--- src/rtl/mmio_timer_pkg.sv ---
// Shared definitions for the memory-mapped machine timer: register map,
// CONTROL field positions, compare reset value and the byte-lane merge helper.
// No logic of its own; imported by mmio_timer and mmio_timer_comparator.
package mmio_timer_pkg;

  // Byte offsets from BASE_ADDRESS
  localparam logic [31:0] OFF_MTIME        = 32'h00;
  localparam logic [31:0] OFF_MTIMEH       = 32'h04;
  localparam logic [31:0] OFF_CONTROL      = 32'h08;
  localparam logic [31:0] OFF_IE           = 32'h0C;
  localparam logic [31:0] OFF_PENDING      = 32'h10;
  localparam logic [31:0] OFF_COMPARE_BASE = 32'h20;
  localparam logic [31:0] COMPARE_STRIDE   = 32'h08;

  // CONTROL layout
  localparam int unsigned CTRL_EN_BIT       = 0;
  localparam int unsigned CTRL_PRESCALE_LSB = 8;
  localparam logic [31:0] CONTROL_RESET     = 32'h0000_0001;

  // Compare registers reset to the largest value so nothing fires after reset
  localparam logic [63:0] MTIMECMP_RESET = 64'hFFFF_FFFF_FFFF_FFFF;

  // Replace only the byte lanes flagged in sections; other bytes keep old_val.
  function automatic logic [31:0] merge_bytes(input logic [31:0] old_val,
                                              input logic [31:0] wdata,
                                              input logic [3:0]  sections);
    logic [31:0] result;
    result = old_val;
    for (int b = 0; b < 4; b++) begin
      if (sections[b]) result[8*b +: 8] = wdata[8*b +: 8];
    end
    return result;
  endfunction

endpackage

--- src/rtl/mmio_timer_comparator.sv ---
// One timer compare channel: 64-bit MTIMECMP register with byte-lane writes,
// unsigned mtime >= mtimecmp compare, and registered level interrupt gated by IE.
// Interrupt latency 1 cycle from compare condition; no backpressure (writes always accepted).
// Ports: clk_i/rst_i clock and async active-high reset; mtime_i current counter;
//        wr_lo_i/wr_hi_i half select strobes with wdata_i/sections_i; ie_i enable;
//        cmp_o register value for readback; pending_o raw compare; irq_o registered interrupt.
module mmio_timer_comparator
  import mmio_timer_pkg::*;
(
  input  logic        clk_i,
  input  logic        rst_i,
  input  logic [63:0] mtime_i,
  input  logic        wr_lo_i,
  input  logic        wr_hi_i,
  input  logic [31:0] wdata_i,
  input  logic [3:0]  sections_i,
  input  logic        ie_i,
  output logic [63:0] cmp_o,
  output logic        pending_o,
  output logic        irq_o
);

  logic [63:0] cmp_q, cmp_d;
  logic        irq_q;

  always_comb begin
    cmp_d = cmp_q;
    if (wr_lo_i) cmp_d[31:0]  = merge_bytes(cmp_q[31:0],  wdata_i, sections_i);
    if (wr_hi_i) cmp_d[63:32] = merge_bytes(cmp_q[63:32], wdata_i, sections_i);
  end

  // Compare against the pre-edge register value, so a write landing on the
  // same edge as an mtime crossing is judged on the old compare value.
  assign pending_o = (mtime_i >= cmp_q);

  always_ff @(posedge clk_i or posedge rst_i) begin
    if (rst_i) begin
      cmp_q <= MTIMECMP_RESET;
      irq_q <= 1'b0;
    end else begin
      cmp_q <= cmp_d;
      irq_q <= pending_o & ie_i;
    end
  end

  assign cmp_o = cmp_q;
  assign irq_o = irq_q;

endmodule

--- src/rtl/mmio_timer.sv ---
// Memory-mapped machine timer: 64-bit mtime with prescaler, NUM_COMPARE compare channels, tear-free reads.
// Read latency 1 cycle (read_value/read_hit registered); interrupts 1 cycle after compare condition.
// No backpressure: every bus access completes in the cycle it is presented.
// Ports: clk24 bus clock; reset async active-high; memory_address/memory_write_value/
//        memory_write_sections bus request (sections==0 means read); read_value/read_hit
//        registered response; timer_interrupt per-channel level interrupt; mip_mtip OR of them.
module mmio_timer
  import mmio_timer_pkg::*;
#(
  parameter logic [31:0] BASE_ADDRESS   = 32'h8000_0000,
  parameter int unsigned NUM_COMPARE    = 1,
  parameter int unsigned PRESCALE_WIDTH = 8
) (
  input  logic                   clk24,
  input  logic                   reset,
  input  logic [31:0]            memory_address,
  input  logic [31:0]            memory_write_value,
  input  logic [3:0]             memory_write_sections,
  output logic [31:0]            read_value,
  output logic                   read_hit,
  output logic [NUM_COMPARE-1:0] timer_interrupt,
  output logic                   mip_mtip
);

  localparam logic [31:0] WINDOW_BYTES = OFF_COMPARE_BASE + COMPARE_STRIDE * 32'(NUM_COMPARE);
  localparam logic [31:0] CTRL_MASK =
    (((32'd1 << PRESCALE_WIDTH) - 32'd1) << CTRL_PRESCALE_LSB) | (32'd1 << CTRL_EN_BIT);
  localparam logic [31:0] IE_MASK = 32'((64'd1 << NUM_COMPARE) - 64'd1);

  // ---------------- address decode ----------------
  logic [31:0] offset;
  logic [31:0] word_off;
  logic        in_window;
  logic        wr_any;
  logic        sel_mtime, sel_mtimeh, sel_control, sel_ie, sel_pending;
  logic [NUM_COMPARE-1:0] sel_cmp_lo, sel_cmp_hi;

  // Addresses below the base wrap to large offsets and fall outside the window.
  assign offset    = memory_address - BASE_ADDRESS;
  assign in_window = (offset < WINDOW_BYTES);
  assign word_off  = {offset[31:2], 2'b00};
  assign wr_any    = in_window && (memory_write_sections != 4'b0000);

  assign sel_mtime   = in_window && (word_off == OFF_MTIME);
  assign sel_mtimeh  = in_window && (word_off == OFF_MTIMEH);
  assign sel_control = in_window && (word_off == OFF_CONTROL);
  assign sel_ie      = in_window && (word_off == OFF_IE);
  assign sel_pending = in_window && (word_off == OFF_PENDING);

  always_comb begin
    sel_cmp_lo = '0;
    sel_cmp_hi = '0;
    for (int i = 0; i < NUM_COMPARE; i++) begin
      sel_cmp_lo[i] = in_window && (word_off == OFF_COMPARE_BASE + COMPARE_STRIDE * 32'(i));
      sel_cmp_hi[i] = in_window && (word_off == OFF_COMPARE_BASE + COMPARE_STRIDE * 32'(i) + 32'd4);
    end
  end

  // ---------------- state ----------------
  logic [63:0]               mtime_q, mtime_d;
  logic [31:0]               snapshot_q, snapshot_d;
  logic [31:0]               control_q, control_d;
  logic [31:0]               ie_q, ie_d;
  logic [PRESCALE_WIDTH-1:0] prescale_count_q, prescale_count_d;
  logic [31:0]               read_value_q, read_value_d;
  logic                      read_hit_q;

  logic                      count_en;
  logic [PRESCALE_WIDTH-1:0] prescale;
  logic                      tick;

  assign count_en = control_q[CTRL_EN_BIT];
  assign prescale = control_q[CTRL_PRESCALE_LSB +: PRESCALE_WIDTH];
  assign tick     = count_en && (prescale_count_q == prescale);

  // Prescaler keeps running even on cycles where mtime is being written.
  always_comb begin
    prescale_count_d = prescale_count_q;
    if (wr_any && sel_control) prescale_count_d = '0;
    else if (count_en)         prescale_count_d = tick ? '0 : prescale_count_q + PRESCALE_WIDTH'(1);
  end

  // A write to either half takes priority over the increment for that cycle.
  always_comb begin
    mtime_d = mtime_q;
    if (wr_any && sel_mtime)
      mtime_d[31:0] = merge_bytes(mtime_q[31:0], memory_write_value, memory_write_sections);
    else if (wr_any && sel_mtimeh)
      mtime_d[63:32] = merge_bytes(mtime_q[63:32], memory_write_value, memory_write_sections);
    else if (tick)
      mtime_d = mtime_q + 64'd1;
  end

  // The high half is latched on the same edge the low half is returned, so an
  // MTIME/MTIMEH read pair always describes one instant of the counter.
  always_comb begin
    snapshot_d = snapshot_q;
    if (wr_any && sel_mtimeh)
      snapshot_d = merge_bytes(mtime_q[63:32], memory_write_value, memory_write_sections);
    else if (sel_mtime)
      snapshot_d = mtime_q[63:32];
  end

  always_comb begin
    control_d = control_q;
    ie_d      = ie_q;
    if (wr_any && sel_control)
      control_d = merge_bytes(control_q, memory_write_value, memory_write_sections) & CTRL_MASK;
    if (wr_any && sel_ie)
      ie_d = merge_bytes(ie_q, memory_write_value, memory_write_sections) & IE_MASK;
  end

  // ---------------- compare channels ----------------
  logic [63:0]            cmp_val [NUM_COMPARE];
  logic [NUM_COMPARE-1:0] pending;
  logic [NUM_COMPARE-1:0] irq;

  for (genvar g = 0; g < NUM_COMPARE; g++) begin : g_cmp
    mmio_timer_comparator u_cmp (
      .clk_i      (clk24),
      .rst_i      (reset),
      .mtime_i    (mtime_q),
      .wr_lo_i    (wr_any && sel_cmp_lo[g]),
      .wr_hi_i    (wr_any && sel_cmp_hi[g]),
      .wdata_i    (memory_write_value),
      .sections_i (memory_write_sections),
      .ie_i       (ie_q[g]),
      .cmp_o      (cmp_val[g]),
      .pending_o  (pending[g]),
      .irq_o      (irq[g])
    );
  end

  // ---------------- read mux ----------------
  always_comb begin
    read_value_d = 32'd0;
    if (sel_mtime)        read_value_d = mtime_q[31:0];
    else if (sel_mtimeh)  read_value_d = snapshot_q;
    else if (sel_control) read_value_d = control_q;
    else if (sel_ie)      read_value_d = ie_q;
    else if (sel_pending) read_value_d = 32'(pending);
    for (int i = 0; i < NUM_COMPARE; i++) begin
      if (sel_cmp_lo[i]) read_value_d = cmp_val[i][31:0];
      if (sel_cmp_hi[i]) read_value_d = cmp_val[i][63:32];
    end
  end

  always_ff @(posedge clk24 or posedge reset) begin
    if (reset) begin
      mtime_q          <= 64'd0;
      snapshot_q       <= 32'd0;
      control_q        <= CONTROL_RESET;
      ie_q             <= IE_MASK;
      prescale_count_q <= '0;
      read_value_q     <= 32'd0;
      read_hit_q       <= 1'b0;
    end else begin
      mtime_q          <= mtime_d;
      snapshot_q       <= snapshot_d;
      control_q        <= control_d;
      ie_q             <= ie_d;
      prescale_count_q <= prescale_count_d;
      read_value_q     <= read_value_d;
      read_hit_q       <= in_window;
    end
  end

  assign read_value      = read_value_q;
  assign read_hit        = read_hit_q;
  assign timer_interrupt = irq;
  assign mip_mtip        = |irq;

endmodule

--- config.mk ---
export PLATFORM = sky130hd
export DESIGN_NAME = mmio_timer
export DESIGN_NICKNAME = d
export VERILOG_FILES = /design/src/rtl/mmio_timer_pkg.sv /design/src/rtl/mmio_timer_comparator.sv /design/src/rtl/mmio_timer.sv
export SDC_FILE = /design/constraint.sdc
export NUM_CORES = 1
export LEC_CHECK = 0
export ABC_AREA = 1
export CAP_MARGIN = 20
export CORE_MARGIN = 2
export CORE_UTILIZATION = 35
export CTS_CLUSTER_SIZE = 16
export DETAILED_ROUTE_END_ITERATION = 8
export DONT_BUFFER_PORTS = 1
export PLACE_DENSITY = 0.6
export SETUP_SLACK_MARGIN = 0.1
export SYNTH_ARGS = -nofsm -noshare
export SYNTH_HDL_FRONTEND = slang
export SYNTH_HIERARCHICAL = 1
export SYNTH_SLANG_ARGS = --single-unit
--- constraint.sdc ---
create_clock -name clk24 -period 6.3 [get_ports clk24]
set_clock_uncertainty 0.15 [all_clocks]
set_input_delay 0.945 -clock clk24 [delete_from_list [all_inputs] [get_ports clk24]]
set_output_delay 0.945 -clock clk24 [all_outputs]
set_load 0.01 [all_outputs]
# Word level (Yosys, flattened, before mapping)
# Cells that the tools add are included.
[totals]
register_bits = 212
inputBits = 70
out_inout_bits = 35
wordCells = 101
[classes]
add_sub_neg = 3
magnitude_cmp = 2
n_eq_ne = 12
mux = 24
bitwise_logic = 2
n_reduce_logical = 37
[op_table]
columns = ["op", "count"]
rows = [
  ["32-bit 2-to-1 mux", 9],
  ["8-bit 2-to-1 mux", 11],
  ["64-bit by 1-bit adder with 64-bit output, second input constant", 1],
  ["64-bit >= comparator", 1],
  ["64-bit 2-to-1 mux", 1],
  ["30-bit by 2-bit == test with 1-bit output, second input constant", 2],
  ["30-bit by 4-bit == test with 1-bit output, second input constant", 2],
  ["32-bit logical NOT", 1],
  ["32-bit by 6-bit < comparator with 1-bit output, second input constant", 1],
  ["32-bit subtractor, second input constant", 1],
  ["30-bit by 1-bit == test with 1-bit output, second input constant", 1],
  ["30-bit by 3-bit == test with 1-bit output, second input constant", 1],
  ["2-bit AND reduction", 12],
  ["16-bit 2-to-1 mux", 1],
  ["1-bit logical AND", 15],
  ["3-bit AND reduction", 4],
  ["2-bit != test, second input constant", 5],
  ["8-bit by 1-bit adder with 8-bit output, second input constant", 1],
  ["8-bit == test", 1],
  ["2-bit nonzero test", 4],
  ["4-bit nonzero test", 1],
  ["1-bit 2-to-1 mux", 2],
  ["1-bit AND", 1],
  ["1-bit NOT", 1],
]

# Logic depth before layout (Yosys ltp)
[logic_depth]
ltp_word = 10
depth_mapped = 23
depth_no_buf = 23

# Modules after synthesis
# Netlist, hierarchy kept.
[modules_own_cells]
columns = ["module", "n_inst", "cells_per_inst", "area_each_um2", "seq_area_each_um2"]
rows = [
  ["mmio_timer", 1, 1813, 10795.4, 3681.0],
  ["mmio_timer_comparator", 1, 522, 4171.5, 1706.6],
]

# Worst setup path after synthesis
# Ideal clock, no wire load.
[synth_timing]
path_type = "in2reg"
from = "input memory_address[22]"
to = "register g_cmp[0].u_cmp.cmp_q[32]"
setup_ns = 0.079
arrival_ns = 2.748
required_ns = 6.071
setup_slack_ns = 3.323
stages = 11
n_path_buf = 2
path_cell_list = "nor2_1 nand2_1 nor2_1 nand2_1 nor2_8 nand3_1 clkbuf_1 nor2_1 nand2_1 clkbuf_1 o21ai_0"
[synth_via]
elab_chain_len = 5
word_cells_on_any_way = 7
cone_classes = "add/sub (1); order compare (1); eq/ne (1); reduce/logical (4)"
[synth_lines]
columns = ["element", "line_no", "text"]
rows = [
  ["from (decl)", "mmio_timer.sv:16", "input logic [31:0] memory_address,"],
  ["32-bit subtractor *", "mmio_timer.sv:39", "assign offset = memory_address - BASE_ADDRESS;"],
  ["32-bit by 6-bit < comparator with 1-bit output / 30-bit by 4-bit == test with 1-bit output (equally long branches)", "mmio_timer.sv:40, mmio_timer.sv:55", ""],
  ["1-bit logical AND (on tied branches)", "mmio_timer.sv:42, mmio_timer.sv:55", ""],
  ["1-bit logical AND *", "mmio_timer.sv:124", ".wr_hi_i (wr_any && sel_cmp_hi[g]),"],
  ["2-bit AND reduction (no source line) *", "--", ""],
  ["to (signal assigned)", "mmio_timer_comparator.sv:41", "cmp_q <= cmp_d;"],
  ["to (decl)", "mmio_timer_comparator.sv:23", "logic [63:0] cmp_q, cmp_d;"],
]
# Every way passes the cells marked *; elsewhere a longest branch is shown, timed or not.
# A chain may end at the register's enable or synchronous reset.

# Worst setup path after layout
[layout_timing]
from = "input memory_address[5]"
to = "register mtime_q[53]"
[layout_via]
elab_chain_len = 6
word_cells_on_any_way = 13
cone_classes = "add/sub (1); order compare (1); eq/ne (1); mux (1); bitwise (1); reduce/logical (8)"
[layout_lines]
columns = ["element", "line_no", "text"]
rows = [
  ["32-bit subtractor *", "mmio_timer.sv:39", ""],
  ["32-bit by 6-bit < comparator with 1-bit output (tied with other cells)", "mmio_timer.sv:40", "assign in_window = (offset < WINDOW_BYTES);"],
  ["1-bit logical AND (on tied branches)", "mmio_timer.sv:42, mmio_timer.sv:44, mmio_timer.sv:45", ""],
  ["1-bit logical AND (on tied branches)", "mmio_timer.sv:88, mmio_timer.sv:86", ""],
  ["2-bit nonzero test (no source line) / 1-bit NOT (equally long branches)", "--", ""],
  ["2-bit AND reduction (no source line)", "--", ""],
  ["to (signal assigned)", "mmio_timer.sv:158", "mtime_q <= mtime_d;"],
  ["to (decl)", "mmio_timer.sv:60", "logic [63:0] mtime_q, mtime_d;"],
]
# Marks and branches as above.

==> reports/metrics.cfg <==
[run_status]
status=complete, no violations

[clock_tree]
cts-resized-gates=0
cts-root-buf=clkbuf_16
htreeDepth=1
ctsLongestPathBuffers=3
post-cts-setup-buffers=0
cts_tree=done
cts.clk_slew.worst_paths_ps=60
cts_buffers=27
cts_sinks=212
clk_latency_ps=590
hold_buffers=0

[cells_and_area]
final_common_cell=nand2_1
drive_gt1_share_pct=7.04
final_cells=2869
postLayoutCoreUtil_pct=39.0
stdcell_area_um2=16400
final_net_count=2446
layout_common_cells=903 x nand2_1, 306 x nor2_1, 254 x inv_1, 178 x o21ai_0, 146 x dfrtp_1
diodes=0
synthToLayoutAreaGrowth_pct=9.53

[place]
dpl.cell_count=2820
placed_area_um2=15500
io_buffers=0
post-dp-hpwl_um=40600
place_worst_setup_slack_ps=1920
place_congestion=0.979

[sta]
hold_viol=0
setup_viol=0
maxSlewViolCount=0
worst_slew_pin_slew_ps=1160
relSlewSlack_pct=22.1
timing.fmax_ghz=0.259
whs_ps=267
min_period_over_period_pct=61.3
rsz0062_at_grt=no
period_minus_slack_ps=3860
tns_ps=0
setup_ws_ps=2440

[global_route]
grt_overflow=0
grt_pass1_wl_um=84000
grtUsageTotal_pct=24.6
antenna_found_initial=0
grt_pass1_vias=14200
grt_max_degree=93

[critical_path]
rr_endpoint=read_value[0]$_DFF_PP0_
crit_top_cell=nand2_1
cp-start-kind=input pin
reg2regPathDepth=18
end_kind=flop
cp.arrival_ps=4170
reg2reg_from=g_cmp[0].u_cmp/cmp_o[55]$_DFFE_PP1P_
timing.reg2reg.setup_slack_ps=3000
slowest_delay_ps=1010
cp.required_ps=6610
crit_type=in -> reg
cp_slowest_cell=nand4_2
crit_chain=nor2_2 -> nand2_1 -> nor2_2 -> nand2_1 -> nor2_4 -> nand4_2 -> nand2_1 -> nand2_1 -> nand2_1 -> nand2_1
critPathMaxFanout=28

[power_and_ir_drop]
p_clk_share_pct=52.7
power_switching_uw=699
combPwrFrac_pct=2.3
finalPower_mw=3.03
p_per_area_nw_per_um2=185
p_int_mw=2.33
seqPwrFrac_pct=45.0
p_leak_nw=7.68
p_sw_share_pct=23.1
vdd_ir_drop_max_mv=0.250

[logic_synthesis]
synth.distinct_cells=38
synth_top_family_by_area=simple AND/OR/NAND/NOR gates
synth_xor_area_share_pct=1.93
netlist_top_cells_area=dfrtp_1 24%, nand2_1 23%, dfstp_2 12%
synthCells=2335
synth-simple-area-share_pct=39.0
syn_area_per_cell_um2=6.41
syn_nets=2471
syn-cell-area_um2=15000
synth-seq-cells=212
ys_seq_area_share_pct=36.0
ys_warn_count=6
synth_top_cell_by_area=dfrtp_1
synthAdderAreaFrac_pct=5.52
synthMuxAreaShare_pct=0
yosys.area.top_type_share_pct=24.4
synth_compound_area_share_pct=8.92

[floorplanning]
core_area_um2=42000
start_util_pct=35.6
dieWidth_um=211
design.portCount=105
die_area_um2=44400
die_h_um=211
core.rowCount=75

[route]
routedWlPerCell_um=19.0
first_iter_violations=1230
vias=14900
drc=0
viasPerCell=5.21
antenna_left=0
drt-total-wl_um=54600
first_pass_iters=6

[worst_hold_path]
worst_hold_path_type=in -> async

[run]
drv_cap=0

power groups by stage:
stage	Combinational (mW)	Clock [mW]	Sequential, mW
after floorplan	0.0537	0	1.39
after global placement	0.0694	0	1.39
after detailed placement	0.0710	0	1.39
final	0.0692	1.60	1.36
after CTS	0.0712	1.63	1.36
after global routing	0.0806	1.68	1.36
cell usage after synthesis, drive strengths merged:
master and n:
nor3 8, nor4 1, o211ai 10, nor2 320
nand3 149, a21o 2, clkinv 2, o21a 4
buf 25, o21ai 179, nor3b 1, xnor2 3
dfrtp 146, and3 1, o22ai 2, clkbuf 46
ha 66, dfstp 66, nand3b 2, xor2 30
nand2 910, inv 259, nand4 43, a21oi 59
or2 1
layer usage:
layer / wire length (µm) / vias up / track usage, %
met1: 23800 / 7032 / 32.9
met4: 2070 / 0 / 8.16
met2: 25100 / 509 / 41.0
met5: 0 / - / 0
li1: - / 7286 / -
met3: 3600 / 107 / 3.51
worst max-delay path: cells and delay by family:
kind          cells  cell delay [ps]
simple gates     10             3190
worst max-delay path by stage:
stage          slack [ps]         startpoint                              endpoint  cells past startpoint
3_3_place_gp         1950  memory_address[5]               mtime_q[55]$_DFFE_PP0P_                     10
4_1_cts              2490  memory_address[9]  g_cmp[0].u_cmp/cmp_o[56]$_DFFE_PP1P_                      8
3_5_place_dp         1920  memory_address[9]  g_cmp[0].u_cmp/cmp_o[56]$_DFFE_PP1P_                      8
5_1_grt              2260  memory_address[5]               mtime_q[54]$_DFFE_PP0P_                     10
2_1_floorplan        1260              reset             control_q[10]$_DFFE_PP0P_                      1
6_report             2440  memory_address[5]               mtime_q[53]$_DFFE_PP0P_                     10
cell families after synthesis:
family                   Yosys count
AO/OA/AOI/OAI                    256
XOR/XNOR                          33
adder cells (fa/ha/maj)           66
buffers and inverters            332
flip-flops                       212
AND/OR/NAND/NOR                 1436
layout make-up:
type,instances,area [µm²]
fillers,4562,25600
clock inverters,6,95.1
repair buffers,17,128
well taps,539,674
clock buffers,43,806
flip-flops and latches,212,5390
multi-input cells,1791,8320
inverters,261,985
sequential cells by signal, indices dropped and copies added, names as in the netlist:
register	count
prescale_count_q	8
read_hit	1
ie_q	1
control_q	9
g_cmp.u_cmp/cmp_o	64
mtime_q	64
snapshot_q	32
g_cmp.u_cmp/irq_o	1
read_value	32
(Power assumes the default switching activity.)
